==> src/rtl/gpio_event_detect.sv <==
// Per-pin GPIO event front-end: 2-flop sync, optional debounce (GPIO_DEBOUNCE_EN), edge/level detect, sticky pending, aggregated irq.
// Latency in->gpio_sync_o 3 edges (+deb_thresh_i when filtered); pending/irq one edge later. No backpressure.
module gpio_event_detect #(
  parameter int NUM_GPIO      = 32,
  parameter int DEB_CNT_WIDTH = 8
) (
  input  logic                     clk_i,
  input  logic                     rst_ni,
  input  logic [NUM_GPIO-1:0]      gpio_in_i,
  input  logic [NUM_GPIO-1:0]      gpio_en_i,
  input  logic [2*NUM_GPIO-1:0]    irq_type_i,
  input  logic [DEB_CNT_WIDTH-1:0] deb_thresh_i,
  input  logic [NUM_GPIO-1:0]      clr_i,
  output logic [NUM_GPIO-1:0]      gpio_sync_o,
  output logic [NUM_GPIO-1:0]      pending_o,
  output logic                     irq_o
);

  logic [NUM_GPIO-1:0] r_sync1;
  logic [NUM_GPIO-1:0] r_sync2;
  logic [NUM_GPIO-1:0] r_stable;
  logic [NUM_GPIO-1:0] r_stable_q;
  logic [NUM_GPIO-1:0] r_pending;
  logic                r_irq;
  logic [NUM_GPIO-1:0] w_rise;
  logic [NUM_GPIO-1:0] w_fall;
  logic [NUM_GPIO-1:0] w_event;
  logic [NUM_GPIO-1:0] w_pending_nxt;

  always_ff @(posedge clk_i or negedge rst_ni) begin
    if (!rst_ni) begin
      r_sync1 <= '0;
      r_sync2 <= '0;
    end else begin
      r_sync1 <= gpio_in_i;
      r_sync2 <= r_sync1;
    end
  end

`ifdef GPIO_DEBOUNCE_EN
  logic [DEB_CNT_WIDTH-1:0] r_cnt [NUM_GPIO];

  // A new level is accepted on the (thresh+1)th consecutive mismatching cycle.
  always_ff @(posedge clk_i or negedge rst_ni) begin
    if (!rst_ni) begin
      r_stable <= '0;
      for (int i = 0; i < NUM_GPIO; i++) r_cnt[i] <= '0;
    end else begin
      for (int i = 0; i < NUM_GPIO; i++) begin
        if (r_sync2[i] == r_stable[i]) begin
          r_cnt[i] <= '0;
        end else if (r_cnt[i] == deb_thresh_i) begin
          r_stable[i] <= r_sync2[i];
          r_cnt[i]    <= '0;
        end else begin
          r_cnt[i] <= r_cnt[i] + DEB_CNT_WIDTH'(1);
        end
      end
    end
  end
`else
  logic w_unused_thresh;
  assign w_unused_thresh = ^deb_thresh_i;

  always_ff @(posedge clk_i or negedge rst_ni) begin
    if (!rst_ni) r_stable <= '0;
    else         r_stable <= r_sync2;
  end
`endif

  // Edge history runs regardless of enable so enabling never fakes an edge.
  always_ff @(posedge clk_i or negedge rst_ni) begin
    if (!rst_ni) r_stable_q <= '0;
    else         r_stable_q <= r_stable;
  end

  assign w_rise = r_stable & ~r_stable_q;
  assign w_fall = ~r_stable & r_stable_q;

  always_comb begin
    w_event = '0;
    for (int i = 0; i < NUM_GPIO; i++) begin
      unique case (irq_type_i[2*i +: 2])
        2'b00:   w_event[i] = w_fall[i];
        2'b01:   w_event[i] = w_rise[i];
        2'b10:   w_event[i] = w_rise[i] | w_fall[i];
        default: w_event[i] = r_stable[i];
      endcase
    end
  end

  // Set beats clear when both land in the same cycle.
  assign w_pending_nxt = (r_pending & ~clr_i) | (w_event & gpio_en_i);

  always_ff @(posedge clk_i or negedge rst_ni) begin
    if (!rst_ni) begin
      r_pending <= '0;
      r_irq     <= 1'b0;
    end else begin
      r_pending <= w_pending_nxt;
      r_irq     <= |w_pending_nxt;
    end
  end

  assign gpio_sync_o = r_stable;
  assign pending_o   = r_pending;
  assign irq_o       = r_irq;

endmodule

==> config.mk <==
export PLATFORM = sky130hd
export DESIGN_NAME = gpio_event_detect
export DESIGN_NICKNAME = d
export VERILOG_FILES = /design/src/rtl/gpio_event_detect.sv
export SDC_FILE = /design/constraint.sdc
export NUM_CORES = 1
export LEC_CHECK = 0
export ABC_AREA = 1
export CAP_MARGIN = 20
export CORE_MARGIN = 2
export CORE_UTILIZATION = 43
export CTS_BUF_LIST = sky130_fd_sc_hd__clkbuf_8
export DETAILED_ROUTE_END_ITERATION = 16
export HOLD_SLACK_MARGIN = 0.02
export PLACE_DENSITY_LB_ADDON = 0.12
export SLEW_MARGIN = 5
export SYNTH_ARGS = -nofsm -noshare
export SYNTH_HDL_FRONTEND = slang
export SYNTH_SLANG_ARGS = --single-unit
==> constraint.sdc <==
create_clock -name clk_i -period 1.3 [get_ports clk_i]
set_input_delay 0.13 -clock clk_i [delete_from_list [all_inputs] [get_ports clk_i]]
set_output_delay 0.13 -clock clk_i [all_outputs]
set_load 0.1 [all_outputs]
==> results.sh, run 1 <==
export IMPL_worstPathArrival_ns=2.01
export IMPL_drive_gt1_share_pct=30.7
export IMPL_multiInputGateArea_sq_um=2560
export IMPL_cts_tree="yes"
export IMPL_pwr_share_comb_pct=28.5
export IMPL_crit_path_max_fanout=3
export IMPL_slew_viol_final=0
export IMPL_syn_inst=720
export IMPL_critical_path_max_stage_delay_ns=0.44
export IMPL_critical_path_buf_inv_count=3
export IMPL_cts_buffers=17
export IMPL_place_ws_ns=-0.503
export IMPL_start_kind="register"
export IMPL_dp_hpwl_mm=12.2
export IMPL_p_sw_uw=4400
export IMPL_synth_compound_area_share_pct=1.51
export IMPL_synth_seq_cells=161
export IMPL_synth_area_per_cell_sq_um=9.66
export IMPL_drtIter0Drc=155
export IMPL_fin_skew_ns=0.0110
export IMPL_core_area_sq_um=15800
export IMPL_drv_cap=0
export IMPL_min_period_ns=1.66
export IMPL_grt_pass1_vias=5737
export IMPL_wl_mm=16.2
export IMPL_crit_path_frequent_cell="nand2_2"
export IMPL_p_per_area_nw_per_um2=1130
export IMPL_antenna_left=0
export IMPL_synth_xor_area_share_pct=0
export IMPL_synth_adder_area_share_pct=11.5
export IMPL_synth_nets=954
export IMPL_grt_overflow=0
export IMPL_yosys_area_share_simple_pct=19.4
export IMPL_status="complete, but fails checks"
export IMPL_worst_pin_slew_ns=0.299
export IMPL_worst_ep_required_time_ns=1.65
export IMPL_hold_path_class="primary input to asynchronous set/reset pin"
export IMPL_violations="negative setup slack"
export IMPL_grt_pass1_wl_mm=26.8
export IMPL_htreeDepth=4
export IMPL_crit_chain="inv_2 -> ha_4 -> inv_2 -> nand2_1 -> nand3b_1 -> nand3_2 -> nand2_2 -> inv_2 -> nand2_2 -> nor2_4 -> nand2_2 -> nor2_4 -> nand2_2"
export IMPL_grt_max_degree=41
export IMPL_end_kind="register"
export IMPL_die_area_sq_um=17200
export IMPL_synth_area_leader_cell="dfrtp_1"
export IMPL_crit_slowest_cell="dfrtp_4"
export IMPL_synthMuxAreaShare_pct=0
export IMPL_ir_drop_uv=681
export IMPL_r2r_start="gpio_sync_o[30]$_DFF_PN0_"
export IMPL_criticalPathCategory="register to register"
export IMPL_cts_root_buf="clkbuf_8"
export IMPL_vias=5507
export IMPL_die_w_um=131
export IMPL_grt_antenna_before_repair=0
export IMPL_route_detailed_drc=0
export IMPL_synth_top_family_by_area="simple AND/OR/NAND/NOR gates"
export IMPL_hold_viol=0
export IMPL_p_total_uw=13200
export IMPL_vias_per_cell=4.36
export IMPL_setup_viol=34
export IMPL_synth_cell_types=16
export IMPL_seq_area_frac_synth_pct=57.9
export IMPL_fillers=1097
export IMPL_avgRoutedWirePerCell_um=12.8
export IMPL_yosys_area_top_type_share_pct=57.9
export IMPL_finalWorstSetupSlack_ns=-0.357
export IMPL_final_seq_area_sq_um=4150
export IMPL_p_clk_share_pct=28.9
export IMPL_area_growth_pct=67.8
export IMPL_max_slew_margin_rel_pct=80.1
export IMPL_finalCritPeriodShare_pct=127
export IMPL_p_sw_share_pct=33.3
export IMPL_cts_sinks=161
export IMPL_fmax_mhz=603
export IMPL_dr_pass1_iters=4
export IMPL_startpoint="gpio_sync_o[30]$_DFF_PN0_"
export IMPL_p_int_uw=8790
export IMPL_p_leak_uw=0.00583
export IMPL_io_buffers=226
export IMPL_ys_warn_count=0
export IMPL_dpl_cell_area_sq_um=10700
export IMPL_clk_pin_slew_ns=0.09
export IMPL_cp_top_family="simple AND/OR/NAND/NOR gates"
export IMPL_rsz0062_at_grt="yes"
export IMPL_start_util_pct=43.9
export IMPL_die_h_um=131
export IMPL_place_gp_congestion=0.811
export IMPL_p_seq_share_pct=42.6
export IMPL_clockBufferDepth=2
export IMPL_io_pins=235
export IMPL_insertion_delay_ns=0.46
export IMPL_synth_area_leaders="dfrtp_1 (58%), ha_1 (12%), nand2_1 (9.9%), inv_1 (9.1%), nand3_1 (4.6%)"
export IMPL_track_usage_pct=19.7
export IMPL_finalNetCount=1266
export IMPL_synth_cell_area_sq_um=6950
export IMPL_design_area_sq_um=11700
export IMPL_rows=46
-- cells by family (layout without fill, tap and decap cells) --
group,count (synthesis),after routing
flops,161,161
compound gates,18,18
simple gates,298,298
buf+inv,179,504
fa+ha+maj,64,64
other cells,0,1
-- final timing paths --
kind	end	slack, ns	cells past startpoint
max	irq_o$_DFF_PN0_	-0.36	13
min	r_stable_q[15]$_DFF_PN0_	0.1	2
max in group asynchronous	gpio_sync_o[10]$_DFF_PN0_	0.62	3
min in group clk_i	r_sync1[15]$_DFF_PN0_	0.10	1
max reg2reg	irq_o$_DFF_PN0_	-0.36	13
min reg2reg	gpio_sync_o[10]$_DFF_PN0_	0.35	0
-- cells in the mapped netlist --
cell	count
nand2_1	184
inv_1	168
dfrtp_1	161
ha_1	64
nand3_1	64
a21oi_1	14
nand3_2	12
inv_2	11
nor2_1	11
nand4_1	10
nand2_2	7
nand3b_1	5
o21ai_2	4
or2_1	2
or2_2	2
nor2_2	1
-- registers in the layout, indices dropped and copies added (netlist names) --
register     flops
gpio_sync_o     32
pending_o       32
r_stable_q      32
r_sync1         32
r_sync2         32
irq_o            1
-- layer usage --
| metal | GRT usage [%] | vias up | share of wire [%] |
|---|---|---|---|
| li1 | - | 2790 | - |
| met1 | 23.6 | 2538 | 41 |
| met2 | 32.9 | 159 | 50 |
| met3 | 7.52 | 20 | 7.1 |
| met4 | 6.22 | 0 | 1.6 |
| met5 | 0 | - | 0 |
-- cells in the final DEF, fill, tap and decap left out --
master / count
nand2_1: 177
clkdlybuf4s50_1: 160
inv_1: 132
dfrtp_1: 129
buf_12: 68
ha_1: 50
inv_2: 45
nand3_1: 43
buf_6: 39
nand3_2: 33
dfrtp_4: 32
buf_4: 25
clkbuf_8: 18
nand2_2: 14
nand4_1: 10
ha_4: 10
a21oi_1: 9
nor2_1: 6
nand3b_1: 5
a21oi_2: 5
inv_6: 5
o21ai_2: 4
nor2_2: 4
ha_2: 4
clkinvlp_4: 3
inv_4: 2
or2_4: 2
or2_1: 2
nor2_4: 2
clkinv_4: 2
inv_8: 2
bufinv_16: 2
diode_2: 1
dlygate4sd3_1: 1
-- worst register-to-register path: cells and delay by family, from the launching register on --
kind	cells	cell delay [ns]
adders and majority gates	1	0.26
buffers and inverters	3	0.14
DFF	1	0.44
and+or+nand+nor	9	0.71
-- power by group through the flow --
| stage | logic (uW) | clock network [uW] | registers, uW |
|---|---|---|---|
| final | 3760 | 3820 | 5620 |
| after global routing | 4000 | 4140 | 5660 |
| after floorplan | 617 | 0 | 6880 |
| after detailed placement | 3610 | 0 | 5700 |
| after global placement | 3560 | 0 | 5680 |
| after CTS | 3660 | 3930 | 5620 |
-- area by class of cell --
class / instances / area share (%)
multi-input combinational: 380 / 21.9
sequential: 161 / 35.6
timing repair buffer: 293 / 30.8
inverter: 179 / 5.80
clock inverter: 14 / 1.43
clock buffer: 18 / 2.12
tap: 216 / 2.32
antenna: 1 / 0.0214
-- repair_timing --
item,in CTS,in global routing
endpoints found under the setup margin,37,42
pin swaps,11,26
setup buffers,7,21
hold buffers,1,0
hold endpoints to repair,161,0
gates resized for setup,40,57
-- metrics by stage --
step	utilization [%]	cells	TNS, ns	hold slack, ns
4_1_cts	71.5	1246	-4.41	0.0535
6_report	73.7	1262	-3.68	0.0973
5_1_grt	73.7	1261	-6.02	0.0507
3_5_place_dp	67.8	1213	-0.503	0.0244
2_1_floorplan	-	720	-0.761	-0.166
3_3_place_gp	67.8	1213	-0.428	0.0263
No activity file was read; power rests on OpenSTA's default activity.
==> run 2, diff against run 1 <==
--- a/config.mk
+++ b/config.mk
@@ -12,7 +12,7 @@
 export CTS_BUF_LIST = sky130_fd_sc_hd__clkbuf_8
 export DETAILED_ROUTE_END_ITERATION = 16
 export HOLD_SLACK_MARGIN = 0.02
-export PLACE_DENSITY_LB_ADDON = 0.12
+export PLACE_DENSITY = 0.88
 export SLEW_MARGIN = 5
 export SYNTH_ARGS = -nofsm -noshare
 export SYNTH_HDL_FRONTEND = slang
==> results.sh, run 2 (same netlist as run 1, synthesis figures left out) <==
export IMPL_worst_ep_required_time_ns=1.61
export IMPL_grt_pass1_vias=6160
export IMPL_fin_skew_ns=0.00865
export IMPL_startpoint="gpio_sync_o[2]$_DFF_PN0_"
export IMPL_fin_setup_tns_ns=-3.14
export IMPL_die_h_um=131
export IMPL_grt_overflow=0
export IMPL_die_w_um=131
export IMPL_place_ws_ns=-0.520
export IMPL_clockBufferDepth=2
export IMPL_finalWorstSetupSlack_ns=-0.504
export IMPL_p_per_area_nw_per_um2=1100
export IMPL_p_leak_uw=0.00581
export IMPL_drtIter0Drc=187
export IMPL_start_util_pct=43.9
export IMPL_setup_viol=36
export IMPL_final_cell_mix="nand2_1 (179), clkdlybuf4s50_1 (160), inv_1 (136)"
export IMPL_start_kind="register"
export IMPL_dp_hpwl_mm=13.4
export IMPL_final_common_cell="nand2_1"
export IMPL_status="complete, but fails checks"
export IMPL_max_slew_margin_rel_pct=74.9
export IMPL_violations="negative setup slack"
export IMPL_worst_pin_slew_ns=0.377
export IMPL_htreeDepth=4
export IMPL_die_area_sq_um=17200
export IMPL_hold_path_class="primary input to register"
export IMPL_place_gp_congestion=0.839
export IMPL_cts_buffers=17
export IMPL_finalNetCount=1262
export IMPL_grt_max_degree=44
export IMPL_vias=5703
export IMPL_rows=46
export IMPL_end_kind="register"
export IMPL_antenna_left=0
export IMPL_dr_pass1_iters=4
export IMPL_vias_per_cell=4.54
export IMPL_core_area_sq_um=15800
export IMPL_min_period_ns=1.80
export IMPL_ir_drop_uv=852
export IMPL_avgRoutedWirePerCell_um=14.2
export IMPL_reg2regPathDepth=11
export IMPL_hold_slack_ns=0.123
export IMPL_track_usage_pct=21.1
export IMPL_slew_viol_final=0
export IMPL_cp_endpoint="irq_o$_DFF_PN0_"
export IMPL_cts_tree="yes"
export IMPL_insertion_delay_ns=0.43
export IMPL_drive_gt1_share_pct=29.9
export IMPL_placedCellCount=1213
export IMPL_clk_pin_slew_ns=0.08
export IMPL_grt_antenna_before_repair=0
export IMPL_hold_viol=0
export IMPL_grt_pass1_wl_mm=28.8
export IMPL_rrSetupSlack_ns=-0.50
export IMPL_rsz0062_at_grt="yes"
export IMPL_fmax_mhz=554
export IMPL_io_pins=235
export IMPL_io_buffers=226
export IMPL_cts_sinks=161
export IMPL_area_growth_pct=67.2
export IMPL_crit_path_max_fanout=4
export IMPL_drv_cap=0
export IMPL_wl_mm=17.9
export IMPL_criticalPathCategory="register to register"
export IMPL_cts_root_buf="clkbuf_8"
export IMPL_worstPathArrival_ns=2.12
export IMPL_finalCritPeriodShare_pct=139
export IMPL_r2r_start="gpio_sync_o[2]$_DFF_PN0_"
export IMPL_diodes=0
export IMPL_r2r_end="irq_o$_DFF_PN0_"
export IMPL_finalNonFillerCells=1257
export IMPL_utilization_pct=73.5
export IMPL_route_detailed_drc=0
run 2: through the flow:
step | area, sq um | power, uW
floorplan | 7120 | 7500
global placement | 10700 | 9250
detailed placement | 10700 | 9350
CTS | 11300 | 12900
global route | 11600 | 13400
finish | 11600 | 12800
run 2: how the worst min path moves through the flow:
| stage | to | startpoint | cells after the start |
|---|---|---|---|
| 2_1_floorplan | irq_o$_DFF_PN0_ | rst_ni | 0 |
| 3_3_place_gp | r_sync1[28]$_DFF_PN0_ | rst_ni | 1 |
| 3_5_place_dp | r_sync1[31]$_DFF_PN0_ | rst_ni | 1 |
| 4_1_cts | r_sync1[22]$_DFF_PN0_ | gpio_in_i[22] | 1 |
| 5_1_grt | r_sync1[20]$_DFF_PN0_ | gpio_in_i[20] | 1 |
| 6_report | r_sync1[22]$_DFF_PN0_ | gpio_in_i[22] | 1 |
run 2: timing repair:
action,4_1_cts,5_1_grt
buffers inserted,5,13
hold buffers,1,0
resized for setup,47,52
endpoints found under the hold margin,161,0
setup endpoints to repair,38,45
pin swaps,17,19
run 2: area by class of cell:
type | count | area [sq um]
clock inverter | 12 | 95.1
multi-input combinational | 380 | 2570
fill | 1004 | 4200
timing repair buffer | 289 | 3580
tap | 216 | 270
inverter | 179 | 687
clock buffer | 20 | 275
sequential | 161 | 4150
run 2: per-layer routing:
| metal | GRT usage [%] | vias to the layer above | routed length, um |
|---|---|---|---|
| li1 | - | 2776 | - |
| met1 | 23.2 | 2698 | 6860 |
| met2 | 37.6 | 198 | 9310 |
| met3 | 7.25 | 31 | 1230 |
| met4 | 7.91 | 0 | 455 |
| met5 | 0 | - | 0 |
run 2: worst max-delay path, cell delays in order (launching register included):
cell,delay [ns]
dfrtp_4,0.45
inv_4,0.04
ha_4,0.25
nor2_2,0.03
nor2_1,0.11
nand2_1,0.08
nand3_2,0.09
nand4_1,0.16
nor2_1,0.13
nand2_1,0.09
nor2_2,0.17
nand2_1,0.07
run 2: power breakdown:
part           switching, uW  leakage, uW  total [uW]  internal (uW)
combinational           2180      0.00375        3800           1620
sequential               275      0.00187        5630           5360
clock                   1750     0.000190        3380           1640
==> run 3, diff against run 2 <==
--- a/config.mk
+++ b/config.mk
@@ -5,10 +5,9 @@
 export SDC_FILE = /design/constraint.sdc
 export NUM_CORES = 1
 export LEC_CHECK = 0
-export ABC_AREA = 1
 export CAP_MARGIN = 20
 export CORE_MARGIN = 2
-export CORE_UTILIZATION = 43
+export CORE_UTILIZATION = 42
 export CTS_BUF_LIST = sky130_fd_sc_hd__clkbuf_8
 export DETAILED_ROUTE_END_ITERATION = 16
 export HOLD_SLACK_MARGIN = 0.02
==> results.sh, run 3 <==
export IMPL_p_per_area_nw_per_um2=1140
export IMPL_synth_cell_area_sq_um=6450
export IMPL_start_kind="register"
export IMPL_placedCellCount=960
export IMPL_wl_mm=18.6
export IMPL_worst_ep_required_time_ns=1.62
export IMPL_fillers=806
export IMPL_finalWorstSetupSlack_ns=-1.15
export IMPL_route_detailed_drc=0
export IMPL_fin_skew_ns=0.0115
export IMPL_die_area_sq_um=16400
export IMPL_critical_path_buf_inv_count=2
export IMPL_insertion_delay_ns=0.45
export IMPL_drive_gt1_share_pct=46.7
export IMPL_synth_most_common_cell="dfrtp_1"
export IMPL_crit_slowest_cell="or4_4"
export IMPL_rrSetupSlack_ns=-1.15
export IMPL_synth_seq_cells=161
export IMPL_synth_area_leader_cell="dfrtp_1"
export IMPL_drtIter0Drc=154
export IMPL_hold_depth=1
export IMPL_dr_pass1_iters=4
export IMPL_p_leak_uw=0.00525
export IMPL_yosys_area_share_simple_pct=4.69
export IMPL_rows=45
export IMPL_vias_per_cell=4.81
export IMPL_grt_max_degree=47
export IMPL_place_gp_congestion=0.852
export IMPL_crit_path_max_fanout=3
export IMPL_finalNetCount=1031
export IMPL_htreeDepth=4
export IMPL_cts_buffers=17
export IMPL_drv_cap=0
export IMPL_synth_cell_types=24
export IMPL_io_pins=235
export IMPL_clockBufferDepth=2
export IMPL_syn_inst=463
export IMPL_min_from="gpio_in_i[31]"
export IMPL_clk_pin_slew_ns=0.09
export IMPL_final_common_cell="clkdlybuf4s50_1"
export IMPL_status="complete, but fails checks"
export IMPL_end_kind="register"
export IMPL_synth_nets=697
export IMPL_die_h_um=128
export IMPL_synth_adder_area_share_pct=12.4
export IMPL_synth_area_per_cell_sq_um=13.9
export IMPL_async_flop_share_pct=100
export IMPL_vias=4800
export IMPL_p_total_uw=13400
export IMPL_grt_overflow=0
export IMPL_io_buffers=226
export IMPL_synth_edf_count=0
export IMPL_worst_pin_slew_ns=0.356
export IMPL_synth_compound_area_share_pct=4.71
export IMPL_fin_setup_tns_ns=-9.25
export IMPL_cp_top_family="simple AND/OR/NAND/NOR gates"
export IMPL_antenna_left=0
export IMPL_critical_path_max_stage_delay_ns=0.50
export IMPL_ys_warn_count=0
export IMPL_min_period_ns=2.45
export IMPL_max_slew_margin_rel_pct=76.0
export IMPL_grt_pass1_wl_mm=28.5
export IMPL_hold_path_class="primary input to register"
export IMPL_diodes=0
export IMPL_fmax_mhz=409
export IMPL_core_area_sq_um=15100
export IMPL_rsz0062_at_grt="yes"
export IMPL_crit_chain="inv_4 -> ha_4 -> inv_2 -> mux4_2 -> a22o_1 -> or4_4 -> nor4b_4 -> nand4_1"
export IMPL_synth_top_family_by_area="adder cells"
export IMPL_reg2regPathDepth=8
export IMPL_avgRoutedWirePerCell_um=18.6
export IMPL_startpoint="gpio_sync_o[5]$_DFF_PN0_"
export IMPL_yosys_most_used_dff="dfrtp_1"
export IMPL_synthMuxAreaShare_pct=9.36
export IMPL_seq_area_frac_synth_pct=62.4
export IMPL_worstPathArrival_ns=2.77
export IMPL_setup_viol=61
export IMPL_ys_top_cells_by_count="dfrtp_1 (161), inv_1 (110), ha_1 (64)"
export IMPL_ir_drop_uv=756
export IMPL_hold_end="r_sync1[31]$_DFF_PN0_"
export IMPL_yosys_area_top_type_share_pct=62.4
export IMPL_finalCritPeriodShare_pct=188
export IMPL_r2r_start="gpio_sync_o[5]$_DFF_PN0_"
export IMPL_start_util_pct=42.8
export IMPL_utilization_pct=77.9
export IMPL_track_usage_pct=23.2
export IMPL_die_w_um=128
export IMPL_criticalPathCategory="register to register"
export IMPL_dp_hpwl_mm=13.0
export IMPL_synth_area_leaders="dfrtp_1 (62%), ha_1 (12%), mux4_2 (7.3%), inv_1 (6.4%), mux2i_1 (1.9%)"
export IMPL_violations="negative setup slack"
export IMPL_cts_sinks=161
export IMPL_r2r_end="irq_o$_DFF_PN0_"
export IMPL_synth_xor_area_share_pct=0
export IMPL_finalNonFillerCells=998
export IMPL_cts_root_buf="clkbuf_8"
export IMPL_grt_pass1_vias=5635
export IMPL_cts_tree="yes"
export IMPL_area_growth_pct=82.1
export IMPL_grt_antenna_before_repair=0
export IMPL_place_ws_ns=-1.21
export IMPL_final_cell_mix="clkdlybuf4s50_1 (160), dfrtp_1 (129), buf_12 (67)"
export IMPL_slew_viol_final=0
export IMPL_hold_viol=0
[run 3: worst reg2reg max path, stage by stage, from the launching register on]
cell     delay (ns)
dfrtp_4        0.44
inv_4          0.04
ha_4           0.25
inv_2          0.02
mux4_2         0.44
a22o_1         0.22
or4_4          0.50
nor4b_4        0.29
nand4_1        0.12
[run 3: cell families after synthesis]
group / after synthesis
flops: 161
buf+inv: 110
fa+ha+maj: 64
simple gates: 51
compound gates: 43
mux: 34
[run 3: area by class of cell]
type	instances	area (sq um)	share of cell area [%]
clock buffers	18	248	2.11
well taps	188	235	2.00
clock inverters	14	135	1.15
multi-input cells	192	2700	23.0
repair buffers	315	3830	32.6
flip-flops and latches	161	4150	35.3
inverters	110	450	3.83
[run 3: worst max-delay path by stage]
stage / end / slack [ns] / cells past startpoint
floorplan: irq_o$_DFF_PN0_ / -1.22 / 8
global placement: irq_o$_DFF_PN0_ / -1.19 / 9
detailed placement: irq_o$_DFF_PN0_ / -1.21 / 9
finish: irq_o$_DFF_PN0_ / -1.15 / 8
CTS: irq_o$_DFF_PN0_ / -1.15 / 8
global route: irq_o$_DFF_PN0_ / -1.23 / 9
[run 3: power breakdown]
group          internal, uW  switching (uW)  leakage, uW  total (uW)
combinational          1970            2260      0.00319        4230
clock                  1580            1910     0.000182        3500
sequential             5360             280      0.00188        5640
total                  8920            4450      0.00525       13400
[run 3: metal layers]
| metal | up-vias | track usage [%] | part of all wire, % |
|---|---|---|---|
| li1 | 2187 | - | - |
| met1 | 2408 | 24.2 | 34 |
| met2 | 155 | 43.4 | 58 |
| met3 | 50 | 5.38 | 4.3 |
| met4 | 0 | 11.8 | 4.2 |
| met5 | - | 0 | 0 |
[run 3: repair_timing]
| action | 4_1_cts | 5_1_grt |
|---|---|---|
| endpoints found under the setup margin | 85 | 90 |
| setup buffers | 16 | 16 |
| hold buffers | 1 | 0 |
| pin swaps | 30 | 24 |
| endpoints found under the hold margin | 161 | 0 |
| resized for setup | 118 | 63 |
[run 3: metrics by stage]
| stage | cell area, sq um | hold slack, ns |
|---|---|---|
| final | 11800 | 0.107 |
| after global routing | 11800 | 0.0707 |
| after CTS | 11500 | 0.0786 |
| after detailed placement | 10600 | 0.0476 |
| after global placement | 10600 | 0.0435 |
| after floorplan | 6770 | -0.166 |
